$ cat config.mk
export PLATFORM = sky130hd
export DESIGN_NAME = raven_gpio_bank_flat
export DESIGN_NICKNAME = d
export VERILOG_FILES = /design/src/rtl/raven_gpio_pkg.sv /design/src/rtl/raven_gpio_bank_if.sv /design/src/rtl/raven_gpio_pin.sv /design/src/rtl/raven_gpio_bank.sv /design/src/flat_wrapper.sv
export SDC_FILE = /design/constraint.sdc
export NUM_CORES = 1
export LEC_CHECK = 0
export CORE_MARGIN = 1.5
export CORE_UTILIZATION = 42
export DETAILED_ROUTE_END_ITERATION = 8
export HOLD_SLACK_MARGIN = 0.15
export PLACE_DENSITY = 0.82
export SKIP_CTS_REPAIR_TIMING = 1
export SLEW_MARGIN = 30
export SYNTH_ARGS = -nofsm -noshare
export SYNTH_HDL_FRONTEND = slang
export SYNTH_SLANG_ARGS = --single-unit
$ cat constraint.sdc
create_clock -name pll_clk -period 1.5 [get_ports pll_clk]
set_input_delay 0.225 -clock pll_clk [delete_from_list [all_inputs] [get_ports pll_clk]]
set_output_delay 0.225 -clock pll_clk [all_outputs]
set_load 0.02 [all_outputs]
$ cat src/rtl/raven_gpio_pkg.sv
// raven_gpio_pkg: irq edge-mode encoding, parameter range limits and the edge qualifier.
// No timing or backpressure of its own; shared by the GPIO bank, its interface and its pins.
package raven_gpio_pkg;

  typedef enum logic [1:0] {
    IRQ_OFF  = 2'b00,
    IRQ_RISE = 2'b01,
    IRQ_FALL = 2'b10,
    IRQ_BOTH = 2'b11
  } irq_mode_e;

  localparam int NUM_GPIO_MIN     = 1;
  localparam int NUM_GPIO_MAX     = 32;
  localparam int SYNC_STAGES_MIN  = 2;
  localparam int SYNC_STAGES_MAX  = 4;
  localparam int DEBOUNCE_CNT_MIN = 2;
  localparam int DEBOUNCE_CNT_MAX = 255;

  // Wide enough to count SYNC_STAGES_MAX + 1 warm-up cycles.
  localparam int WARM_CNT_W = $clog2(SYNC_STAGES_MAX + 2);

  function automatic logic edge_hit(irq_mode_e mode, logic rise, logic fall);
    logic hit;
    hit = 1'b0;
    case (mode)
      IRQ_RISE: hit = rise;
      IRQ_FALL: hit = fall;
      IRQ_BOTH: hit = rise | fall;
      default:  hit = 1'b0;
    endcase
    return hit;
  endfunction

endpackage

$ cat src/rtl/raven_gpio_bank_if.sv
// raven_gpio_bank_if: core-side and pad-side vectors of the GPIO bank; master = core + pads, slave = bank.
// Pure wiring: no latency, no backpressure.
interface raven_gpio_bank_if #(
  parameter int NUM_GPIO = 16
);
  import raven_gpio_pkg::*;

  logic [NUM_GPIO-1:0]   gpio_out;
  logic [NUM_GPIO-1:0]   gpio_outenb;
  logic [NUM_GPIO-1:0]   gpio_in;
  logic [NUM_GPIO-1:0]   pad_do;
  logic [NUM_GPIO-1:0]   pad_oeb;
  logic [NUM_GPIO-1:0]   pad_di;
  logic [2*NUM_GPIO-1:0] irq_mode;
  logic [NUM_GPIO-1:0]   irq_mask;
  logic [NUM_GPIO-1:0]   irq_clear;
  logic [NUM_GPIO-1:0]   irq_pending;
  logic                  irq;

  // pad_di is driven by the pad cells, so it sits with the core on the master side.
  modport master (
    output gpio_out, gpio_outenb, pad_di, irq_mode, irq_mask, irq_clear,
    input  gpio_in, pad_do, pad_oeb, irq_pending, irq
  );

  modport slave (
    input  gpio_out, gpio_outenb, pad_di, irq_mode, irq_mask, irq_clear,
    output gpio_in, pad_do, pad_oeb, irq_pending, irq
  );

endinterface

$ cat src/rtl/raven_gpio_pin.sv
// raven_gpio_pin: synchroniser, optional debounce (RAVEN_GPIO_DEBOUNCE_EN), prev, edge detect, sticky pending.
// Latency: SYNC_STAGES (+DEBOUNCE_CNT) pad_di->gpio_in, +1 to irq_pending; no backpressure.
module raven_gpio_pin
  import raven_gpio_pkg::*;
#(
  parameter int SYNC_STAGES  = 2,
  parameter int DEBOUNCE_CNT = 8
) (
  input  logic      clk,
  input  logic      rst_n,
  input  logic      pad_di,
  input  irq_mode_e irq_mode,
  input  logic      irq_clear,
  input  logic      warm_active,
  output logic      gpio_in,
  output logic      irq_pending
);

  logic [SYNC_STAGES-1:0] sync_q, sync_d;
  logic                   sync;
  logic                   prev_q, prev_d;
  logic                   pend_q, pend_d;
  logic                   rise, fall, evt;

  always_comb begin
    sync_d = {sync_q[SYNC_STAGES-2:0], pad_di};
  end

  assign sync = sync_q[SYNC_STAGES-1];

`ifdef RAVEN_GPIO_DEBOUNCE_EN
  localparam int CNT_W = $clog2(DEBOUNCE_CNT + 1);

  logic             filt_q, filt_d;
  logic [CNT_W-1:0] cnt_q, cnt_d;

  // A new level is accepted only after DEBOUNCE_CNT consecutive differing samples.
  always_comb begin
    filt_d = filt_q;
    cnt_d  = '0;
    if (sync != filt_q) begin
      if (cnt_q == CNT_W'(DEBOUNCE_CNT - 1)) begin
        filt_d = sync;
      end else begin
        cnt_d = cnt_q + CNT_W'(1);
      end
    end
  end

  always_ff @(posedge clk or negedge rst_n) begin
    if (!rst_n) begin
      filt_q <= 1'b0;
      cnt_q  <= '0;
    end else begin
      filt_q <= filt_d;
      cnt_q  <= cnt_d;
    end
  end

  assign gpio_in = filt_q;
`else
  assign gpio_in = sync;
`endif

  assign rise = gpio_in & ~prev_q;
  assign fall = ~gpio_in & prev_q;

  always_comb begin
    evt    = ~warm_active & edge_hit(irq_mode, rise, fall);
    prev_d = gpio_in;
    pend_d = evt | (pend_q & ~irq_clear);
  end

  always_ff @(posedge clk or negedge rst_n) begin
    if (!rst_n) begin
      sync_q <= '0;
      prev_q <= 1'b0;
      pend_q <= 1'b0;
    end else begin
      sync_q <= sync_d;
      prev_q <= prev_d;
      pend_q <= pend_d;
    end
  end

  assign irq_pending = pend_q;

endmodule

$ cat src/rtl/raven_gpio_bank.sv
// raven_gpio_bank: registered pad outputs, per-pin input/irq logic, warm-up gate, irq OR; RAVEN_GPIO_DEBOUNCE_EN adds filtering.
// Latency: 1 cycle to pad_do/pad_oeb, SYNC_STAGES(+DEBOUNCE_CNT) to gpio_in; no backpressure.
module raven_gpio_bank
  import raven_gpio_pkg::*;
#(
  parameter int NUM_GPIO     = 16,
  parameter int SYNC_STAGES  = 2,
  parameter int DEBOUNCE_CNT = 8
) (
  input  logic                    pll_clk,
  input  logic                    resetb,
  raven_gpio_bank_if.slave        bus
);

  localparam logic [WARM_CNT_W-1:0] WARM_CYCLES = WARM_CNT_W'(SYNC_STAGES + 1);

  logic [WARM_CNT_W-1:0] warm_cnt_q, warm_cnt_d;
  logic                  warm_active;
  logic [NUM_GPIO-1:0]   pad_do_q, pad_do_d;
  logic [NUM_GPIO-1:0]   pad_oeb_q, pad_oeb_d;
  logic [NUM_GPIO-1:0]   gpio_in_w;
  logic [NUM_GPIO-1:0]   pend_w;

  // Edges are suppressed until the reset-zero synchroniser contents have flushed.
  assign warm_active = (warm_cnt_q != WARM_CYCLES);

  always_comb begin
    warm_cnt_d = warm_cnt_q;
    if (warm_active) begin
      warm_cnt_d = warm_cnt_q + WARM_CNT_W'(1);
    end
    pad_do_d  = bus.gpio_out;
    pad_oeb_d = bus.gpio_outenb;
  end

  always_ff @(posedge pll_clk or negedge resetb) begin
    if (!resetb) begin
      warm_cnt_q <= '0;
      pad_do_q   <= '0;
      pad_oeb_q  <= '1;
    end else begin
      warm_cnt_q <= warm_cnt_d;
      pad_do_q   <= pad_do_d;
      pad_oeb_q  <= pad_oeb_d;
    end
  end

  for (genvar i = 0; i < NUM_GPIO; i++) begin : g_pin
    raven_gpio_pin #(
      .SYNC_STAGES  (SYNC_STAGES),
      .DEBOUNCE_CNT (DEBOUNCE_CNT)
    ) u_pin (
      .clk         (pll_clk),
      .rst_n       (resetb),
      .pad_di      (bus.pad_di[i]),
      .irq_mode    (irq_mode_e'(bus.irq_mode[2*i +: 2])),
      .irq_clear   (bus.irq_clear[i]),
      .warm_active (warm_active),
      .gpio_in     (gpio_in_w[i]),
      .irq_pending (pend_w[i])
    );
  end

  assign bus.pad_do      = pad_do_q;
  assign bus.pad_oeb     = pad_oeb_q;
  assign bus.gpio_in     = gpio_in_w;
  assign bus.irq_pending = pend_w;
  assign bus.irq         = |(pend_w & bus.irq_mask);

endmodule

$ cat src/flat_wrapper.sv
// flat-port wrapper written by rule: the top's interface ports become plain ports
module raven_gpio_bank_flat import raven_gpio_pkg::*;
#(
  parameter int NUM_GPIO     = 16,
  parameter int SYNC_STAGES  = 2,
  parameter int DEBOUNCE_CNT = 8
)
  (pll_clk, resetb, bus_gpio_out, bus_gpio_outenb, bus_pad_di, bus_irq_mode, bus_irq_mask, bus_irq_clear, bus_gpio_in, bus_pad_do, bus_pad_oeb, bus_irq_pending, bus_irq);
  raven_gpio_bank_if #(.NUM_GPIO(NUM_GPIO)) bus_i ();
  input  logic pll_clk;
  input  logic resetb;
  input wire logic [$bits(bus_i.gpio_out)-1:0] bus_gpio_out;
  input wire logic [$bits(bus_i.gpio_outenb)-1:0] bus_gpio_outenb;
  input wire logic [$bits(bus_i.pad_di)-1:0] bus_pad_di;
  input wire logic [$bits(bus_i.irq_mode)-1:0] bus_irq_mode;
  input wire logic [$bits(bus_i.irq_mask)-1:0] bus_irq_mask;
  input wire logic [$bits(bus_i.irq_clear)-1:0] bus_irq_clear;
  output wire logic [$bits(bus_i.gpio_in)-1:0] bus_gpio_in;
  output wire logic [$bits(bus_i.pad_do)-1:0] bus_pad_do;
  output wire logic [$bits(bus_i.pad_oeb)-1:0] bus_pad_oeb;
  output wire logic [$bits(bus_i.irq_pending)-1:0] bus_irq_pending;
  output wire logic [$bits(bus_i.irq)-1:0] bus_irq;
  assign bus_i.gpio_out = bus_gpio_out;
  assign bus_i.gpio_outenb = bus_gpio_outenb;
  assign bus_i.pad_di = bus_pad_di;
  assign bus_i.irq_mode = bus_irq_mode;
  assign bus_i.irq_mask = bus_irq_mask;
  assign bus_i.irq_clear = bus_irq_clear;
  assign bus_gpio_in = bus_i.gpio_in;
  assign bus_pad_do = bus_i.pad_do;
  assign bus_pad_oeb = bus_i.pad_oeb;
  assign bus_irq_pending = bus_i.irq_pending;
  assign bus_irq = bus_i.irq;
  raven_gpio_bank #(.NUM_GPIO(NUM_GPIO), .SYNC_STAGES(SYNC_STAGES), .DEBOUNCE_CNT(DEBOUNCE_CNT)) u_core (.pll_clk(pll_clk), .resetb(resetb), .bus(bus_i));
endmodule
* Yosys cells after proc, flatten, opt, wreduce, memory -nomap -nowiden *
Index checks and enable logic that the tools add are counted.

storage, ports and cells
  register bits after elaboration = 99
  input port bits = 114
  word-level logic and storage cells = 264

operators by class
  add/subtract/negate cells = 1
  equality and inequality tests = 49
  multiplexer cells = 16
  bitwise logic cells = 146
  reductions and logical operators = 1

operator list
  kind                 number
  $and 1x1->1          64
  $eq 2x2->1 const B   32
  $not 1->1            49
  $pmux 1 s3           16
  $eq 2x1->1 const B   16
  $or 1x1->1           32
  $and 16x16->16       1
  $reduce_or 16->1     1
  $add 3x1->3 const B  1
  $ne 3x2->1 const B   1

* Depth between registers and ports, before layout *
  word-level depth = 6
  gate-level depth with buffers = 6

* Cells and area by module *
From an unflattened synthesis, not the netlist that was laid out.

unflattened totals
  cell total of the unflattened synthesis = 292
  area, all modules = 3,841.2 um^2

by module, submodules not included
  module           instances  cells each  area each (um^2)
  raven_gpio_pin   16         15          173.9
  raven_gpio_bank  1          52          1,058.5

* Worst setup path before layout *
OpenSTA, ideal clock, no wires.

  path kind = register to register
  start point = reg u_core.warm_cnt_q[0]
  end point = reg u_core.g_pin[0].u_pin.pend_q
  library setup time = 0.137 ns
  data arrival time = 1.210 ns
  data required time = 1.363 ns
  setup slack = 0.153 ns
  cell stages (with the launch flop) = 7
  buffers on the path = 2
  period minus slack after synthesis = 1.347 ns
  path through = dfrtp_1 -> ha_1 -> ha_1 -> buf_4 -> buf_6 -> nand4b_1 -> o221ai_1

between the ends
  word-level cells in the longest chain between the ends = 4

ends and longest elaborated chain
  item                              RTL line               text
  from (decl)                       raven_gpio_bank.sv:17  logic [WARM_CNT_W-1:0] warm_cnt_q, warm_cnt_d;
  from (signal assigned)            raven_gpio_bank.sv:42  warm_cnt_q <= warm_cnt_d;
  $ne 3x2->1                        raven_gpio_bank.sv:25  assign warm_active = (warm_cnt_q != WARM_CYCLES);
  $not 1->1                         raven_gpio_pin.sv:69   evt = ~warm_active & edge_hit(irq_mode, rise, fall);
  $and 1x1->1                       raven_gpio_pin.sv:69
  $or 1x1->1                        raven_gpio_pin.sv:71   pend_d = evt | (pend_q & ~irq_clear);
  via u_core.g_pin[0].u_pin.pend_d  raven_gpio_pin.sv:22   logic pend_q, pend_d;
  to (signal assigned)              raven_gpio_pin.sv:82   pend_q <= pend_d;
  to (decl)                         raven_gpio_pin.sv:22

The timed path passes the listed nets, and every way through them passes these cells.
A chain may end at the register's enable or synchronous reset.

* Worst setup path in the final report *
  start point = reg u_core.g_pin[12].u_pin.pend_q
  end point = out bus_irq

between the ends
  word-level cells in the longest chain between the ends = 2

ends and longest elaborated chain
  item                    RTL line               text
  from (decl)             raven_gpio_pin.sv:22
  from (signal assigned)  raven_gpio_pin.sv:82
  $and 16x16->16          raven_gpio_bank.sv:68  assign bus.irq = |(pend_w & bus.irq_mask);
  $reduce_or 16->1        raven_gpio_bank.sv:68
  to (decl)               flat_wrapper.sv:22     output wire logic [$bits(bus_i.irq)-1:0] bus_irq;

No other way between the ends.

==> results.md <==
* Synth Flop Type: dfrtp_1
* IO Count at 179
* Initial Utilization at 42.8%
* Die Y at 102 µm
* Syn nets at 458
* Pin count of the biggest net entering global routing at 100
* Mapped Area at 4140 µm²
* RSZ-0062 raised after global routing: true
* Leakage at 3.49 nW
* Dpl hpwl at 6.62 mm
* Final setup vio count at 1
* Total negative slack at -245 ps
* P&R area growth vs syn at 51.9%
* Drt pass-1 iters at 4
* Flop pwr share at 51.1%
* Total global-route track usage at 16.8%
* I/O Buffers at 178
* Critical path type: flop to primary output
* Final min period at 1750 ps
* Seq/Total Area, Yosys at 60.3%
* Initial antenna violation count at 0
* Clock Tree Root: clkbuf_8
* Main combinational cell family by area after synthesis: buffers and inverters
* Synth Area in Adders at 10.3%
* Final Skew at 4.79 ps
* Drt total wl at 8.81 mm
* Util after Layout at 65.0%
* GRT overflow at 0
* Pins Over Slew Limit at 0
* Outcome: complete, but fails checks
* Die area at 10500 µm²
* DP Area at 5940 µm²
* Num rows at 36
* Fin area at 6290 µm²
* Via total after detailed routing at 2800
* Comb pwr share at 20.0%
* Area occupied by multi-input gates at 1120 µm²
* Worst-Margin Slew at 552 ps
* Pre-CTS WS at -522 ps
* GPL Wtd Cong at 0.700
* Critical Path AT at 1520 ps
* Vias in the first global route at 2988
* Synth warnings at 0
* NetSw at 1.47 mW
* Global Route met2 Usage at 29.4%
* Synth Area in Simple Gates at 4.98%
* FMAX at 573 MHz
* Final worst setup slack at -245 ps
* Clk_lat worst skew at 350 ps
* Max-Cap Viols at 0
* Layout fillers at 747
* Met1 Use GR at 18.6%
* DRT antenna net count at 0
* Clock sinks at 99
* CP Max Fanout at 2
* Wire length per cell at 14.3 µm
* Net Sw Frac at 25.6%
* Final Power at 5.75 mW
* Synth Area in Compound Gates at 7.19%
* Post-synthesis xor/xnor area fraction at 0.211%
* Post-synthesis cell type count at 16
* CTS tree: built
* Reg area at 2500 µm²
* Layout cells sized above 1 at 12.8%
* Nets at 626
* Crit end category: primary output
* Core outline area at 9680 µm²
* Int Pwr at 4.28 mW
* DRC viols at 0
* Final worst path period share at 116%
* Slew margin rel. at 63.2%
* Drt first-iter violations at 33
* Pwr dens at 914 nW/µm²
* First-pass GRT wire length at 13.3 mm
* Worst EP required at 1270 ps
* Mux contribution to synthesized area at 4.38%
* Max Root-Sink Buffers at 2
* Ys async rst share at 100%
* GRT Max-Usage Layer: met2
* Post-synth EDFFs at 0
* Met3 usage at 5.34%
* Final Hold Viols at 0
* Die W at 102 µm
* Worst-path clk slew at 90 ps
* Violated checks: setup timing
* Clock network power share at 28.9%
* Inserted Clock Buffers at 9
* R2R Setup Slk at 70 ps
* ANT cells at 0
* VDD IR max at 0.762 mV
* Flops & latches, synth at 99
* H-tree depth at 3
* CP Launch Type: flop
* Syn_area_per_cell at 13.4 µm²
* Vias per cell at 4.55
* Mapped Cells at 310
* Worst min path class: primary input to flop
[metal layers]
| metal | share of wire (%) | up-vias |
|---|---|---|
| met4 | 2.2 | 0 |
| met3 | 7.1 | 15 |
| li1 | - | 1317 |
| met2 | 52 | 112 |
| met5 | 0 | - |
| met1 | 39 | 1356 |
[logic make-up (layout without fill, tap and decap cells)]
logic type      after synthesis  count (layout)
fa+ha+maj                    34              34
simple gates                 33              33
flops                        99              99
mux                          18              18
xor+xnor                      1               1
compound gates               24              24
buf+inv                     101             274
[metrics by stage]
stage | hold WS, ps | instances
2_1_floorplan | -70.6 | 310
3_3_place_gp | 313 | 599
3_5_place_dp | 327 | 599
4_1_cts | -65.2 | 615
5_1_grt | 243 | 616
6_report | 269 | 616
[sequential cells by signal, indices dropped and copies added (netlist names)]
register                        count
u_core.bus.pad_do                  16
u_core.bus.pad_oeb                 16
u_core.g_pin.u_pin.irq_pending     16
u_core.g_pin.u_pin.prev_q          16
u_core.g_pin.u_pin.sync_q          32
u_core.warm_cnt_q                   3
[cell usage after synthesis (3+ instances only)]
library cell  number  area, µm²
nand2_1           16       60.1
ha_1              34        425
a22o_1             4       35.0
a221oi_2           4       60.1
buf_4             33        248
dfrtp_1           83       2080
mux2i_1           17        170
o221ai_1           6       52.6
nand4b_1          16        140
o221ai_2          10        150
inv_1             65        244
dfstp_2           16        420
buf_6              3       33.8
[power by group through the flow]
stage / sequential [mW] / combinational, mW / clock [mW]
global placement: 2.99 / 1.16 / 0
detailed placement: 3.00 / 1.19 / 0
floorplan: 3.05 / 0.477 / 0
finish: 2.94 / 1.15 / 1.66
global route: 2.96 / 1.24 / 1.84
CTS: 2.95 / 1.19 / 1.73
[worst paths after layout]
check	from	to	depth (start not counted)
setup / recovery	u_core.g_pin[12].u_pin.irq_pending$_DFF_PN0_	bus_irq	4
hold / removal	bus_gpio_outenb[4]	u_core.bus.pad_oeb[4]$_DFF_PN1_	1
setup reg to reg	u_core.warm_cnt_q[0]$_DFFE_PN0N_	u_core.g_pin[9].u_pin.irq_pending$_DFF_PN0_	5
hold reg to reg	u_core.g_pin[14].u_pin.sync_q[0]$_DFF_PN0_	u_core.g_pin[14].u_pin.sync_q[1]$_DFF_PN0_	0
max in group asynchronous	resetb	u_core.g_pin[3].u_pin.sync_q[1]$_DFF_PN0_	3
min in group asynchronous	resetb	u_core.g_pin[0].u_pin.irq_pending$_DFF_PN0_	3
[worst max-delay path, stage by stage, from the launching register on]
cell and delay (ps):
dfrtp_1 390, a22o_1 280, a221oi_2 210, nand4_1 120, buf_2 170
[layout by cell type (no fill, tap or decap), drive strengths merged, types with 3 or more instances in the layout]
cell,n
a221oi,4
buf,16
nand4b,16
dlymetal6s2s,64
dfrtp,83
nand2,16
o221ai,16
clkdlybuf4s50,112
mux2i,17
inv,66
clkbuf,10
clkinv,3
dfstp,16
a22o,4
ha,34
[final cells by class]
type	count	share of cell area, %
inverter	65	3.88
clock buffer	10	2.03
tap	133	2.64
sequential	99	39.7
timing repair buffer	193	33.0
clock inverter	6	1.03
multi-input combinational	110	17.8
Note: power is estimated with default switching activity, not from simulation.
